===== src/rtl/svm_pkg.sv =====
// Types and constants shared by the SVM classifier core, its stream feeder and the bench.
package svm_pkg;
  localparam int DEF_WIDTH = 16;
  localparam int IMG_LEN   = 784;
  localparam int N_CLASS   = 4;
  localparam int SV_COUNT [N_CLASS] = '{361, 412, 298, 377};

  typedef enum logic [1:0] {
    ST_IDLE,
    ST_FETCH,
    ST_DRAIN
  } feeder_state_t;
endpackage


===== src/rtl/svm_stream_fifo.sv =====
// Synchronous FIFO with a registered output stage; a write into an empty FIFO
// bypasses storage so the word is presented on the very next cycle.
module svm_stream_fifo #(
  parameter int WIDTH = 16,
  parameter int DEPTH = 8
) (
  input  logic                     clk,
  input  logic                     reset,
  input  logic                     flush,
  input  logic                     wr_en,
  input  logic [WIDTH-1:0]         wr_data,
  input  logic                     rd_en,
  output logic [WIDTH-1:0]         rd_data,
  output logic                     rd_valid,
  output logic [$clog2(DEPTH):0]   count
);
  localparam int PTR_W = $clog2(DEPTH);
  localparam int CNT_W = PTR_W + 1;

  logic [WIDTH-1:0] mem_q [DEPTH];
  logic [PTR_W-1:0] wr_ptr_q, rd_ptr_q;
  logic [CNT_W-1:0] s_cnt_q;
  logic             s_empty, load_out, unload, store;

  // Output register holds one entry, so storage never exceeds DEPTH-1 words.
  assign s_empty  = (s_cnt_q == '0);
  assign load_out = !rd_valid || rd_en;
  assign unload   = load_out && !s_empty;
  assign store    = wr_en && !(load_out && s_empty);
  assign count    = s_cnt_q + CNT_W'(rd_valid);

  always_ff @(posedge clk) begin
    if (store) mem_q[wr_ptr_q] <= wr_data;
  end

  always_ff @(posedge clk or negedge reset) begin
    if (!reset) begin
      wr_ptr_q <= '0;
      rd_ptr_q <= '0;
      s_cnt_q  <= '0;
      rd_valid <= 1'b0;
      rd_data  <= '0;
    end else if (flush) begin
      wr_ptr_q <= '0;
      rd_ptr_q <= '0;
      s_cnt_q  <= '0;
      rd_valid <= 1'b0;
    end else begin
      if (store)  wr_ptr_q <= wr_ptr_q + PTR_W'(1);
      if (unload) rd_ptr_q <= rd_ptr_q + PTR_W'(1);
      s_cnt_q <= s_cnt_q + CNT_W'(store) - CNT_W'(unload);
      if (load_out) begin
        if (!s_empty) begin
          rd_data  <= mem_q[rd_ptr_q];
          rd_valid <= 1'b1;
        end else if (wr_en) begin
          rd_data  <= wr_data;
          rd_valid <= 1'b1;
        end else begin
          rd_valid <= 1'b0;
        end
      end
    end
  end
endmodule


===== src/rtl/svm_stream_feeder.sv =====
// Turns a (base address, length) command into a fixed-latency memory read burst
// and streams the words out through a credit-limited FIFO.
//
//   state    | meaning
//   ST_IDLE  | waiting for a command, cmd_ready high
//   ST_FETCH | issuing reads while FIFO credit is available
//   ST_DRAIN | all reads issued, waiting for the last handshake
module svm_stream_feeder
  import svm_pkg::*;
#(
  parameter int WIDTH      = DEF_WIDTH,
  parameter int ADDR_W     = 20,
  parameter int LEN_W      = 10,
  parameter int FIFO_DEPTH = 8
) (
  input  logic              clk,
  input  logic              reset,
  input  logic              cmd_valid,
  output logic              cmd_ready,
  input  logic [ADDR_W-1:0] cmd_addr,
  input  logic [LEN_W-1:0]  cmd_len,
  input  logic              abort,
  output logic              mem_en,
  output logic [ADDR_W-1:0] mem_addr,
  input  logic [WIDTH-1:0]  mem_rdata,
  output logic [WIDTH-1:0]  sdata,
  output logic              svalid,
  input  logic              sready,
  output logic              busy,
  output logic              done
);
  localparam int CNT_W = $clog2(FIFO_DEPTH) + 1;

  feeder_state_t     state_q, state_d;
  logic [ADDR_W-1:0] addr_q;
  logic [LEN_W-1:0]  rem_q;
  logic              inflight_q, done_q;
  logic [CNT_W-1:0]  fifo_count;
  logic              credit_ok, pop, accept, drain_end;

  assign pop       = svalid && sready;
  assign credit_ok = (fifo_count + CNT_W'(inflight_q)) < CNT_W'(FIFO_DEPTH);
  assign mem_addr  = addr_q;
  assign busy      = (state_q != ST_IDLE);
  assign done      = done_q;

  always_comb begin
    state_d   = state_q;
    cmd_ready = 1'b0;
    mem_en    = 1'b0;
    accept    = 1'b0;
    drain_end = 1'b0;
    case (state_q)
      ST_IDLE: begin
        cmd_ready = !abort;
        accept    = cmd_valid && !abort;
        if (accept && cmd_len != '0) state_d = ST_FETCH;
      end
      ST_FETCH: begin
        mem_en = credit_ok && !abort;
        if (mem_en && rem_q == LEN_W'(1)) state_d = ST_DRAIN;
      end
      ST_DRAIN: begin
        // Leave in the cycle the final word hands off, so done lands one cycle later.
        if (!inflight_q && !abort &&
            (fifo_count == '0 || (fifo_count == CNT_W'(1) && pop))) begin
          drain_end = 1'b1;
          state_d   = ST_IDLE;
        end
      end
      default: state_d = ST_IDLE;
    endcase
    if (abort) state_d = ST_IDLE;
  end

  always_ff @(posedge clk or negedge reset) begin
    if (!reset) begin
      state_q    <= ST_IDLE;
      addr_q     <= '0;
      rem_q      <= '0;
      inflight_q <= 1'b0;
      done_q     <= 1'b0;
    end else begin
      state_q    <= state_d;
      inflight_q <= mem_en;
      done_q     <= (accept && cmd_len == '0) || drain_end;
      if (accept) begin
        addr_q <= cmd_addr;
        rem_q  <= cmd_len;
      end else if (mem_en) begin
        addr_q <= addr_q + ADDR_W'(1);
        rem_q  <= rem_q - LEN_W'(1);
      end
    end
  end

  svm_stream_fifo #(
    .WIDTH (WIDTH),
    .DEPTH (FIFO_DEPTH)
  ) u_fifo (
    .clk      (clk),
    .reset    (reset),
    .flush    (abort),
    .wr_en    (inflight_q),
    .wr_data  (mem_rdata),
    .rd_en    (pop),
    .rd_data  (sdata),
    .rd_valid (svalid),
    .count    (fifo_count)
  );
endmodule


===== config.mk =====
export PLATFORM = sky130hd
export DESIGN_NAME = svm_stream_feeder
export DESIGN_NICKNAME = d
export VERILOG_FILES = /design/src/rtl/svm_pkg.sv /design/src/rtl/svm_stream_fifo.sv /design/src/rtl/svm_stream_feeder.sv
export SDC_FILE = /design/constraint.sdc
export NUM_CORES = 1
export LEC_CHECK = 0
export CAP_MARGIN = 20
export CORE_MARGIN = 2
export CORE_UTILIZATION = 45
export DETAILED_ROUTE_END_ITERATION = 8
export HOLD_SLACK_MARGIN = 0.06
export PLACE_DENSITY = 0.66
export SYNTH_ARGS = -nofsm -noshare
export SYNTH_HDL_FRONTEND = slang
export SYNTH_HIERARCHICAL = 1
export SYNTH_SLANG_ARGS = --single-unit

===== constraint.sdc =====
create_clock -name clk -period 3.7 [get_ports clk]
set_clock_uncertainty 0.2 [all_clocks]
set_input_delay 1.11 -clock clk [delete_from_list [all_inputs] [get_ports clk]]
set_output_delay 1.11 -clock clk [all_outputs]
set_load 0.02 [all_outputs]

Yosys cells after proc, flatten, opt, wreduce, memory -nomap -nowiden
Memories as Yosys holds them, arrays and structs flattened.
Index checks and enable logic that the tools add are counted.
{"block": "op_classes", "n_addsub": 8, "order_cmp": 1, "eq_ne": 8, "mux": 27, "n_bitwise": 1, "reduce_logical": 32}
{"cell": "$mux W20", "count": 2}
{"cell": "$mux W16", "count": 2}
{"cell": "$add A20 B1 Y20 const B", "count": 1}
{"cell": "$mux W10", "count": 2}
{"cell": "$add A4 B1 Y4", "count": 3}
{"cell": "$logic_and A1 B1 Y1", "count": 12}
{"cell": "$mux W3", "count": 4}
{"cell": "$mux W1", "count": 11}
{"cell": "$eq A10 B1 Y1 const B", "count": 1}
{"cell": "$logic_not A10 Y1", "count": 1}
{"cell": "$reduce_bool A10 Y1", "count": 1}
{"cell": "$reduce_bool A2 Y1", "count": 5}
{"cell": "$sub A10 B1 Y10 const B", "count": 1}
{"cell": "$ne A3 B3 Y1 const B", "count": 3}
{"cell": "$logic_not A4 Y1", "count": 2}
{"cell": "$mux W2", "count": 4}
{"cell": "$add A3 B1 Y3 const B", "count": 2}
{"cell": "$pmux W2 S3", "count": 1}
{"cell": "$reduce_and A3 Y1", "count": 2}
{"cell": "$logic_not A1 Y1", "count": 5}
{"cell": "$eq A4 B1 Y1 const B", "count": 1}
{"cell": "$lt A4 B4 Y1 const B", "count": 1}
{"cell": "$mux W4", "count": 1}
{"cell": "$sub A4 B1 Y4", "count": 1}
{"cell": "6 further kinds", "count": 8}
{"block": "word_totals", "register_bits": 61, "mem_bits_rw": 128, "input_bits": 51, "out_inout_bits": 41, "word_cells": 88, "mem_count": 1}
{"memory": "u_fifo.mem_q", "depth": 8, "word_bits": 16, "read_ports": 1, "rd_clocked_by_memory_dff": 0, "write_ports": 1, "line": "svm_stream_fifo.sv:20", "text": "logic [WIDTH-1:0] mem_q [DEPTH];"}

Depth between registers and ports, before layout
Gate-level depths: netlist of run 1.
{"block": "logic_depth", "word_depth": 8, "depth_mapped": 12, "mapped_depth_nobuf": 11}

Modules after synthesis
Netlist of run 1, hierarchy kept.
{"mod": "svm_stream_fifo", "n_inst": 1, "cells_per_inst": 334, "area_per_inst_um2": 6359.8, "seq_area_each_um2": 4519.3}
{"mod": "svm_stream_feeder", "n_inst": 1, "cells_per_inst": 228, "area_per_inst_um2": 2020.7, "seq_area_each_um2": 850.8}

Worst setup path after synthesis of run 1
Ideal clock, no wire load.
{"block": "synth_timing", "path_type": "input to register", "start": "input sready", "end": "memory u_fifo.mem_q[0][0], enable pin", "setup_ns": 0.409, "arrival_ns": 3.076, "t_required_ns": 3.091, "slack_ns": 0.014, "stages": 6, "n_path_buf": 0, "path_cell_list": "nand2_1 inv_1 nor2b_1 o21ai_2 or2_2 nor3_1"}
{"block": "synth_via", "elab_chain_len": 7}
{"element": "start: declaration", "line": "svm_stream_feeder.sv:28", "text": "input logic sready,"}
{"element": "$logic_and A1 B1 Y1", "line": "svm_stream_feeder.sv:41", "text": "assign pop = svalid && sready;"}
{"element": "net pop", "line": "svm_stream_feeder.sv:39", "text": "logic credit_ok, pop, accept, drain_end;"}
{"element": "$logic_or A1 B1 Y1", "line": "svm_stream_fifo.sv:27", "text": "assign load_out = !rd_valid || rd_en;"}
{"element": "$logic_and A1 B1 Y1", "line": "svm_stream_fifo.sv:29", "text": "assign store = wr_en && !(load_out && s_empty);"}
{"element": "$logic_not A1 Y1", "line": "svm_stream_fifo.sv:29"}
{"element": "$logic_and A1 B1 Y1", "line": "svm_stream_fifo.sv:29"}
{"element": "$mux W1", "line": "svm_stream_fifo.sv:33", "text": "if (store) mem_q[wr_ptr_q] <= wr_data;"}
{"element": "$mux W1 (implied by the code)", "line": "svm_stream_fifo.sv:33"}
{"element": "end: declaration", "line": "svm_stream_fifo.sv:20"}
The timed path passes the listed nets, and every way through them passes these cells.

Worst setup path after layout of run 1
{"block": "layout_timing", "start": "input abort", "end": "output cmd_ready"}
{"block": "layout_via", "elab_chain_len": 2}
{"element": "start: declaration", "line": "svm_stream_feeder.sv:22", "text": "input logic abort,"}
{"element": "$logic_not A1 Y1", "line": "svm_stream_feeder.sv:55", "text": "cmd_ready = !abort;"}
{"element": "$mux W1", "line": "svm_stream_feeder.sv:53", "text": "case (state_q)"}
{"element": "end: declaration", "line": "svm_stream_feeder.sv:19", "text": "output logic cmd_ready,"}
No other way between the ends.

==> impl_metrics.yaml, run 1 <==
status:
  status: "finished clean"
synthesis:
  synth.top_cell.area_share_pct: 45.9
  ys_dominant_reg_cell: "sky130_fd_sc_hd__edfxtp_1"
  netlist_area_pre_place_mm2: 0.00838
  synth_cells: 562
  sequential_cell_area_fraction_in_the_yosys_report_pct: 64.1
  fraction_of_registers_with_async_set_or_reset_after_synthesis_pct: 32.3
  synthDistinctLibCells: 61
  synthesis.area_per_instance_um2: 14.9
  synth_enable_flop_cells: 128
  post-synth-top-area-cell: "sky130_fd_sc_hd__edfxtp_1"
  yosysWarnings: 6
  post_synth_main_area_contributors: "sky130_fd_sc_hd__edfxtp_1 46%, sky130_fd_sc_hd__dfrtp_1 18%, sky130_fd_sc_hd__mux4_1 6.9%"
  synth_fp_nets: 627
  synth_seq_cells: 189
critical_path:
  worst_ep_required_time_ns: 2.39
  timing.critical_path.fanout_max: 4
  worst-setup-path-type: "input port to primary output"
  endpoint_kind: "primary output"
  start_kind: "input port"
  arrival_ns: 2.23
timing:
  grt_setup_unrepaired: "false"
  slack_of_the_critical_path_ns: 0.163
  worst_slew_margin_relative_to_its_limit_pct: 41.9
  final.period_utilization_pct: 95.6
  tightest_slew_ns: 0.871
  timing.final.crit_period_ns: 3.54
  finalHoldViolations: 0
  fmax_ghz: 0.283
  whs_ns: 0.278
  maxSlewViolCount: 0
  setup_viol: 0
  totalNegativeSetupSlack_ns: 0
route:
  wl_per_cell_um: 19.9
  route.vias.total: 5198
  residual_antenna_violating_net_count_after_detailed_routing: 0
  drt_wl_total_um: 18300
  dr.pass1.iters: 5
  initialDrtViolationCount: 452
  drc_errors: 0
  avgViaCountPerCell: 5.67
clock_network:
  clock_sink_count: 189
  tritoncts_clock_tree: "yes"
  worstSkewPairLatency_ns: 0.43
  clock-root-buffer: "sky130_fd_sc_hd__clkbuf_16"
  clock_tree.buffer_depth: 2
  clk_pin_slew_ns: 0.06
  total_number_of_h_tree_levels: 4
  cts_buffers: 17
global_routing:
  pin_count_of_the_biggest_net_entering_global_routing: 62
  grt_pass1_wl_um: 29100
  busiest_layer: "met2"
  number_of_antenna_violations_at_the_first_check_in_global_routing: 0
  globalRouteMet1Util_pct: 25.8
  number_of_global_route_vias_before_repair: 5350
  congestion_overflow_gr: 0
  grtUsageMet2_pct: 31.9
  grt_util_all_layers_pct: 19.4
  use_met3_pct: 4.10
power:
  p_sw_share_pct: 34.6
  cellPowerDensity_mw_per_mm2: 684
  cell_internal_pwr_uw: 4570
  cellLeakagePower_uw: 0.00377
  power.switching_uw: 2420
  p_seq_share_pct: 40.9
  power.clock.fraction_pct: 25.7
  peakVddDrop_mv: 0.343
  total_power_uw: 6990
  comb_power_share_pct: 33.3
final_layout:
  antennaDiodeCount: 0
  layout_area_overhead_pct: 22.0
  layout-drive-gt1-share_pct: 13.1
  layout_nets: 739
floorplanning:
  start_util_pct: 46.2
  floorplan.core_area_mm2: 0.0181
  ioPinCount: 92
  rows: 49
  die-width_um: 140
  die_extent_in_y_um: 140
  floorplan.die_area_mm2: 0.0197
placement:
  dp_hpwl_um: 11700
  finalWeightedCongestion: 0.879
  post-place-ws_ns: -0.383
  portBuffers: 91
run:
  drv.max_cap_violation_count: 0
worst_hold_path:
  timing.hold.worst.class: "register to register"
[synthesized netlist by cell type, drive strengths merged (2+ instances only)]
library cell    n
edfxtp        128
dfrtp          61
nor2           53
nand2          33
mux4           32
a211oi         20
mux2i          20
a21o           19
nand3          17
buf            16
o21ai          14
ha             13
a21oi          12
clkbuf         12
inv            12
nor3           12
xnor2          12
o211ai          8
nor4            7
xor2            6
nand4           5
a22oi           4
nand2b          4
nor2b           4
or4             4
and3            3
nor3b           3
or2             3
or3             3
a221o           2
a31oi           2
and2            2
o311ai          2
or3b            2
[what timing repair did]
item / CTS / global route
endpoints found under the hold margin: 0 / 0
resized for setup: 6 / 3
hold buffers: 0 / 0
setup endpoints to repair: 2 / 1
buffers inserted: 0 / 1
[worst max-delay path, stage by stage]
cell	delay, ns
sky130_fd_sc_hd__dlygate4sd2_1	0.29
sky130_fd_sc_hd__buf_4	0.16
sky130_fd_sc_hd__nor3_1	0.28
sky130_fd_sc_hd__dlygate4sd2_1	0.39
[stage by stage]
step           instances  util, %  area, µm²
2_1_floorplan        562        -       8380
4_1_cts              915     56.3      10200
3_5_place_dp         883     53.0       9610
5_1_grt              916     56.3      10200
6_report             916     56.3      10200
3_3_place_gp         883     53.0       9610
[power by group through the flow]
stage                     clock, µW  combinational [µW]  sequential, µW
after floorplan                   0                1310            3070
after global placement            0                2270            2880
after detailed placement          0                2320            2900
after CTS                      1830                2340            2860
after global routing           1920                2520            2900
final                          1800                2330            2860
[placed cells by master, fill, tap and decap left out, types with 19 or more instances in the layout]
cell type / synthesis / layout
sky130_fd_sc_hd__a21o_1: 19 / 19
sky130_fd_sc_hd__dfrtp_1: 61 / 61
sky130_fd_sc_hd__a211oi_1: 20 / 20
sky130_fd_sc_hd__edfxtp_1: 128 / 128
sky130_fd_sc_hd__clkdlybuf4s50_1: 0 / 87
sky130_fd_sc_hd__mux2i_1: 19 / 19
sky130_fd_sc_hd__mux4_1: 22 / 22
sky130_fd_sc_hd__nor2_1: 53 / 53
sky130_fd_sc_hd__nand2_1: 33 / 33
sky130_fd_sc_hd__buf_4: 4 / 30
[cell families after synthesis]
| family | Yosys count | share of synthesized area (%) |
|---|---|---|
| flip-flops | 189 | 64.1 |
| AND/OR/NAND/NOR | 159 | 9.47 |
| AO/OA/AOI/OAI | 89 | 7.42 |
| multiplexers | 52 | 12.1 |
| buffers and inverters | 41 | 2.85 |
| XOR/XNOR | 18 | 1.88 |
| adder cells (fa/ha/maj) | 14 | 2.18 |
[sequential cells by signal, indices dropped and copies added, names as in the netlist]
| register | cells |
|---|---|
| u_fifo/mem_q | 128 |
| mem_addr | 20 |
| u_fifo/rd_data | 16 |
| rem_q | 10 |
| u_fifo/s_cnt_q | 4 |
| u_fifo/rd_ptr_q | 3 |
| u_fifo/wr_ptr_q | 3 |
| state_q | 2 |
| done | 1 |
| inflight_q | 1 |
| u_fifo/rd_valid | 1 |
[cell type report]
type,instances,area [µm²]
fill,1436,7930
tap,229,287
inverter,13,50.0
multi-input combinational,332,2800
sequential,189,5370
clock inverter,15,166
timing repair buffer,121,1120
clock buffer,17,425
[routing by layer]
layer	share of wire, %	wire, µm	up-vias
met4	1.7	309	0
met2	49	8960	157
met3	4.5	814	27
li1	-	-	2408
met5	0	0	-
met1	45	8170	2606
[worst paths after layout]
check                                                from                        endpoint  slack, ns  cells after the start
max in group asynchronous                           reset   u_fifo/rd_data[8]$_DFFE_PN0P_       2.05                      2
min in group asynchronous                           reset         mem_addr[0]$_DFFE_PN0P_       0.66                      2
min                        u_fifo/rd_data[11]$_DFFE_PN0P_  u_fifo/rd_data[11]$_DFFE_PN0P_       0.28                      1
max reg2reg                   u_fifo/s_cnt_q[0]$_DFF_PN0_         mem_addr[6]$_DFFE_PN0P_       0.61                     10
max                                                 abort                       cmd_ready       0.16                      4
min reg2reg                u_fifo/rd_data[11]$_DFFE_PN0P_  u_fifo/rd_data[11]$_DFFE_PN0P_       0.28                      1
No activity file was read; power rests on OpenSTA's default activity.
==> run 2, diff against run 1 <==
--- a/config.mk
+++ b/config.mk
@@ -9,6 +9,7 @@
 export CORE_MARGIN = 2
 export CORE_UTILIZATION = 45
 export DETAILED_ROUTE_END_ITERATION = 8
+export GPL_TIMING_DRIVEN = 0
 export HOLD_SLACK_MARGIN = 0.06
 export PLACE_DENSITY = 0.66
 export SYNTH_ARGS = -nofsm -noshare
==> impl_metrics.yaml, run 2 (synthesis results as in run 1) <==
floorplanning:
  start_util_pct: 46.2
  die-width_um: 140
  floorplan.core_area_mm2: 0.0181
  floorplan.die_area_mm2: 0.0197
  ioPinCount: 92
  die_extent_in_y_um: 140
  rows: 49
final_layout:
  antennaDiodeCount: 0
  most-common-layout-cells: "128 x sky130_fd_sc_hd__edfxtp_1, 87 x sky130_fd_sc_hd__clkdlybuf4s50_1, 61 x sky130_fd_sc_hd__dfrtp_1"
  layout-drive-gt1-share_pct: 14.4
  non_filler_instance_count_after_layout: 929
  layout_area_overhead_pct: 24.0
  layout_nets: 752
  largest_register_ffs: 128
  final_common_cell: "sky130_fd_sc_hd__edfxtp_1"
  top_register: "u_fifo/mem_q"
global_routing:
  number_of_antenna_violations_at_the_first_check_in_global_routing: 0
  pin_count_of_the_biggest_net_entering_global_routing: 62
  congestion_overflow_gr: 0
  grt_pass1_wl_um: 30300
  grt_util_all_layers_pct: 20.4
  number_of_global_route_vias_before_repair: 5462
timing:
  finalHoldViolations: 0
  maxSlewViolCount: 0
  slack_of_the_critical_path_ns: 0.178
  fmax_ghz: 0.284
  final.period_utilization_pct: 95.2
  tightest_slew_ns: 1.01
  worst_slew_margin_relative_to_its_limit_pct: 32.0
  timing.final.crit_period_ns: 3.52
  setup_viol: 0
  grt_setup_unrepaired: "false"
critical_path:
  arrival_ns: 2.21
  slowest_stage_delay_on_critical_path_ns: 0.39
  worstReg2RegStart: "u_fifo/s_cnt_q[2]$_DFF_PN0_"
  cp_cell_sequence: "ha_1 -> ha_1 -> xor2_1 -> and4_4 -> mux2i_4 -> clkinv_4 -> buf_4"
  crit_top_cell: "sky130_fd_sc_hd__ha_1"
  worst_r2r_path_depth: 8
  reg2reg_setup_slack_ns: 0.49
  timing.critical_path.fanout_max: 4
  worst_ep_required_time_ns: 2.39
  worst_path_dominant_cell_family: "adder cells"
  critPathSlowestCell: "sky130_fd_sc_hd__dfrtp_1"
  worstPathBufferInverterCount: 2
  start_kind: "register"
  endpoint_kind: "primary output"
  regToRegEndpoint: "u_fifo/mem_q[1][7]$_DFFE_PP_"
  worst-setup-path-type: "register to primary output"
route:
  dr.pass1.iters: 5
  route.vias.total: 5342
  drt_wl_total_um: 19300
  avgViaCountPerCell: 5.75
  drc_errors: 0
  wl_per_cell_um: 20.8
  residual_antenna_violating_net_count_after_detailed_routing: 0
  initialDrtViolationCount: 501
clock_network:
  clock_sink_count: 189
  cts_buffers: 17
  total_number_of_h_tree_levels: 4
  clock-root-buffer: "sky130_fd_sc_hd__clkbuf_16"
  clock_tree.buffer_depth: 2
  clk_pin_slew_ns: 0.07
  tritoncts_clock_tree: "yes"
  worstSkewPairLatency_ns: 0.43
power:
  peakVddDrop_mv: 0.390
  cellLeakagePower_uw: 0.00382
  cellPowerDensity_mw_per_mm2: 687
placement:
  dp_hpwl_um: 13100
  post-place-ws_ns: -1.04
  numPlacedInstances: 890
  finalWeightedCongestion: 0.901
  portBuffers: 91
worst_hold_path:
  min_delay_path_depth: 1
  endpoint_worst_hold: "u_fifo/rd_data[12]$_DFFE_PN0P_"
  hold_sp: "u_fifo/rd_data[12]$_DFFE_PN0P_"
  timing.hold.worst.class: "register to register"
status:
  status: "finished clean"
run:
  drv.max_cap_violation_count: 0
==> run 2: cell types whose count changed in the layout (fill, tap and decap cells not counted), sizes merged <==
cell / before / now
inv: 20 / 18
clkbuf: 18 / 28
clkdlybuf4s15: 0 / 1
clkinvlp: 2 / 0
buf: 31 / 34
clkinv: 6 / 10
dlymetal6s2s: 0 / 1
dlygate4sd2: 2 / 0
==> run 2: metrics by stage <==
step                instance area (µm²)  TNS [ns]  total power, µW  hold WS (ns)  utilization [%]
finish                            10400         0             7140         0.276             57.3
global route                      10400         0             7500         0.304             57.3
CTS                               10400         0             7160         0.283             57.1
detailed placement                 9710     -8.02             5330         0.265             53.5
global placement                   9580   -156.42             5270         0.262             52.8
floorplan                          8380         0             4380         0.307                -
==> run 2: timing repair <==
action	4_1_cts	5_1_grt
setup endpoints to repair	2	10
gates resized for setup	14	2
setup buffers	6	2
pin swaps	1	0
hold buffers	0	0
==> run 2: worst max path at each step <==
stage / startpoint / end / slack (ns) / cells past startpoint
finish: u_fifo/rd_valid$_DFFE_PN0P_ / mem_en / 0.18 / 7
global route: sready / u_fifo/mem_q[1][8]$_DFFE_PP_ / 0.08 / 7
CTS: abort / cmd_ready / 0.03 / 3
detailed placement: abort / mem_en / -1.04 / 6
global placement: sready / u_fifo/mem_q[0][11]$_DFFE_PP_ / -1.58 / 7
floorplan: sready / u_fifo/mem_q[0][0]$_DFFE_PP_ / 0.01 / 6
==> run 2: layout make-up <==
cell class                 count  area [µm²]
sequential                   189        5370
multi-input combinational    332        2830
buffer                        27         175
inverter                      13        53.8
clock inverter                15         174
fill                        1416        7750
timing repair buffer         107        1080
tap                          229         287
clock buffer                  17         425
==> run 2: per-layer routing <==
layer / GRT usage, % / routed length [µm] / up-vias
met5: 0 / 0 / -
met4: 5.47 / 259 / 0
met3: 4.79 / 1010 / 26
met2: 33.4 / 9600 / 153
met1: 27.8 / 8450 / 2731
li1: - / - / 2432
==> run 2: report_power, final <==
part | internal (µW) | switching (µW)
sequential | 2560 | 306
combinational | 1170 | 1300
clock | 909 | 885
==> run 3, diff against run 2 <==
--- a/config.mk
+++ b/config.mk
@@ -12,6 +12,7 @@
 export GPL_TIMING_DRIVEN = 0
 export HOLD_SLACK_MARGIN = 0.06
 export PLACE_DENSITY = 0.66
+export SLEW_MARGIN = 20
 export SYNTH_ARGS = -nofsm -noshare
 export SYNTH_HDL_FRONTEND = slang
 export SYNTH_HIERARCHICAL = 1
==> impl_metrics.yaml, run 3 (synthesis results as in run 1) <==
route:
  avgViaCountPerCell: 5.72
  drc_errors: 0
  drt_wl_total_um: 19400
  dr.pass1.iters: 5
  initialDrtViolationCount: 486
  wl_per_cell_um: 20.8
  residual_antenna_violating_net_count_after_detailed_routing: 0
  route.vias.total: 5340
final_layout:
  layout_area_overhead_pct: 24.4
  antennaDiodeCount: 0
  multiInputGateArea_mm2: 0.00283
  non_filler_instance_count_after_layout: 933
  layout_nets: 756
  layout.cell_area.non_filler_mm2: 0.0104
  postLayoutCoreUtil_pct: 57.5
  layout-drive-gt1-share_pct: 14.9
  ff_latch_area_mm2: 0.00537
  top_register: "u_fifo/mem_q"
  most-common-layout-cells: "128 x sky130_fd_sc_hd__edfxtp_1, 88 x sky130_fd_sc_hd__clkdlybuf4s50_1, 61 x sky130_fd_sc_hd__dfrtp_1"
  largest_register_ffs: 128
  fillerInstances: 1408
  final_common_cell: "sky130_fd_sc_hd__edfxtp_1"
timing:
  setup_viol: 0
  timing.final.crit_period_ns: 3.61
  maxSlewViolCount: 0
  worst_slew_margin_relative_to_its_limit_pct: 57.0
  fmax_ghz: 0.277
  final.period_utilization_pct: 97.5
  finalHoldViolations: 0
  grt_setup_unrepaired: "false"
  tightest_slew_ns: 0.645
  whs_ns: 0.275
floorplanning:
  rows: 49
  start_util_pct: 46.2
  floorplan.core_area_mm2: 0.0181
  die-width_um: 140
  ioPinCount: 92
  die_extent_in_y_um: 140
  floorplan.die_area_mm2: 0.0197
clock_network:
  clk_pin_slew_ns: 0.07
  clock_sink_count: 189
  total_number_of_h_tree_levels: 4
  cts_buffers: 17
  clock_tree.buffer_depth: 2
  tritoncts_clock_tree: "yes"
  clock-root-buffer: "sky130_fd_sc_hd__clkbuf_16"
  worstSkewPairLatency_ns: 0.43
critical_path:
  arrival_ns: 2.30
  worst-setup-path-type: "input port to primary output"
  endpoint_kind: "primary output"
  start_kind: "input port"
  timing.critical_path.fanout_max: 9
  worst_ep_required_time_ns: 2.39
run:
  drv.max_cap_violation_count: 0
placement:
  finalWeightedCongestion: 0.901
  numPlacedInstances: 893
  portBuffers: 91
  dp_hpwl_um: 13100
  placement_cell_area_mm2: 0.00974
global_routing:
  grt_pass1_wl_um: 30600
  grt_util_all_layers_pct: 20.6
  congestion_overflow_gr: 0
  pin_count_of_the_biggest_net_entering_global_routing: 36
  number_of_global_route_vias_before_repair: 5451
  number_of_antenna_violations_at_the_first_check_in_global_routing: 0
power:
  peakVddDrop_mv: 0.388
  p_sw_share_pct: 34.9
  cellPowerDensity_mw_per_mm2: 685
  total_power_uw: 7140
  cell_internal_pwr_uw: 4650
  p_seq_share_pct: 40.1
  power.clock.fraction_pct: 25.1
  power.switching_uw: 2490
  comb_power_share_pct: 34.7
  cellLeakagePower_uw: 0.00384
worst_hold_path:
  timing.hold.worst.class: "register to register"
status:
  status: "finished clean"
run 3: changes by cell type in the layout (fill, tap and decap cells not counted), sizes merged:
cell and delta:
dlymetal6s2s -1, clkbuf +1, clkinv -1, buf +4
clkdlybuf4s50 +1
run 3: layer usage:
layer  track usage, %  up-vias  share of wire [%]
li1                 -     2435                  -
met1             28.1     2706                 43
met2             33.5      178                 50
met3             4.82       21                5.5
met4             5.68        0                1.6
met5                0        -                  0
run 3: repair_timing:
action | 4_1_cts | 5_1_grt
setup endpoints to repair | 2 | 1
gates resized for setup | 14 | 1
pin swaps | 1 | 0
buffers inserted | 6 | 3
gates cloned | 0 | 0
hold buffers | 0 | 0
endpoints found under the hold margin | 0 | 0
run 3: final timing paths:
| check | start | slack, ns | cells past startpoint | to |
|---|---|---|---|---|
| setup reg to reg | u_fifo/rd_valid$_DFFE_PN0P_ | 0.78 | 10 | mem_addr[14]$_DFFE_PN0P_ |
| max in group asynchronous | reset | 2.36 | 2 | u_fifo/rd_data[7]$_DFFE_PN0P_ |
| hold / removal | u_fifo/rd_data[12]$_DFFE_PN0P_ | 0.27 | 1 | u_fifo/rd_data[12]$_DFFE_PN0P_ |
| hold reg to reg | u_fifo/rd_data[12]$_DFFE_PN0P_ | 0.27 | 1 | u_fifo/rd_data[12]$_DFFE_PN0P_ |
| min in group asynchronous | reset | 0.40 | 1 | mem_addr[0]$_DFFE_PN0P_ |
| setup / recovery | abort | 0.09 | 3 | cmd_ready |
run 3: final cells by class:
cell class / count / share of cell area, %
buffer: 27 / 1.68
timing repair buffer: 111 / 10.7
multi-input combinational: 332 / 27.1
clock buffer: 18 / 4.12
clock inverter: 14 / 1.63
inverter: 13 / 0.516
tap: 229 / 2.75
sequential: 189 / 51.5
run 3: through the flow:
stage	setup slack, ns	TNS (ns)
floorplan	0.0145	0
global placement	-1.58	-156.42
detailed placement	-1.05	-2.22
CTS	0.0545	0
global route	0.0418	0
finish	0.0926	0
run 3: power by group through the flow:
stage	combinational, µW	clock (µW)	sequential (µW)
floorplan	1310	0	3070
global placement	2380	0	2890
detailed placement	2430	0	2900
CTS	2480	1830	2860
global route	2690	1920	2900
finish	2480	1790	2870
run 3: worst max-delay path, cell delays in order:
cell,delay [ns]
sky130_fd_sc_hd__clkdlybuf4s15_2,0.28
sky130_fd_sc_hd__nor3_4,0.27
sky130_fd_sc_hd__clkdlybuf4s50_1,0.64
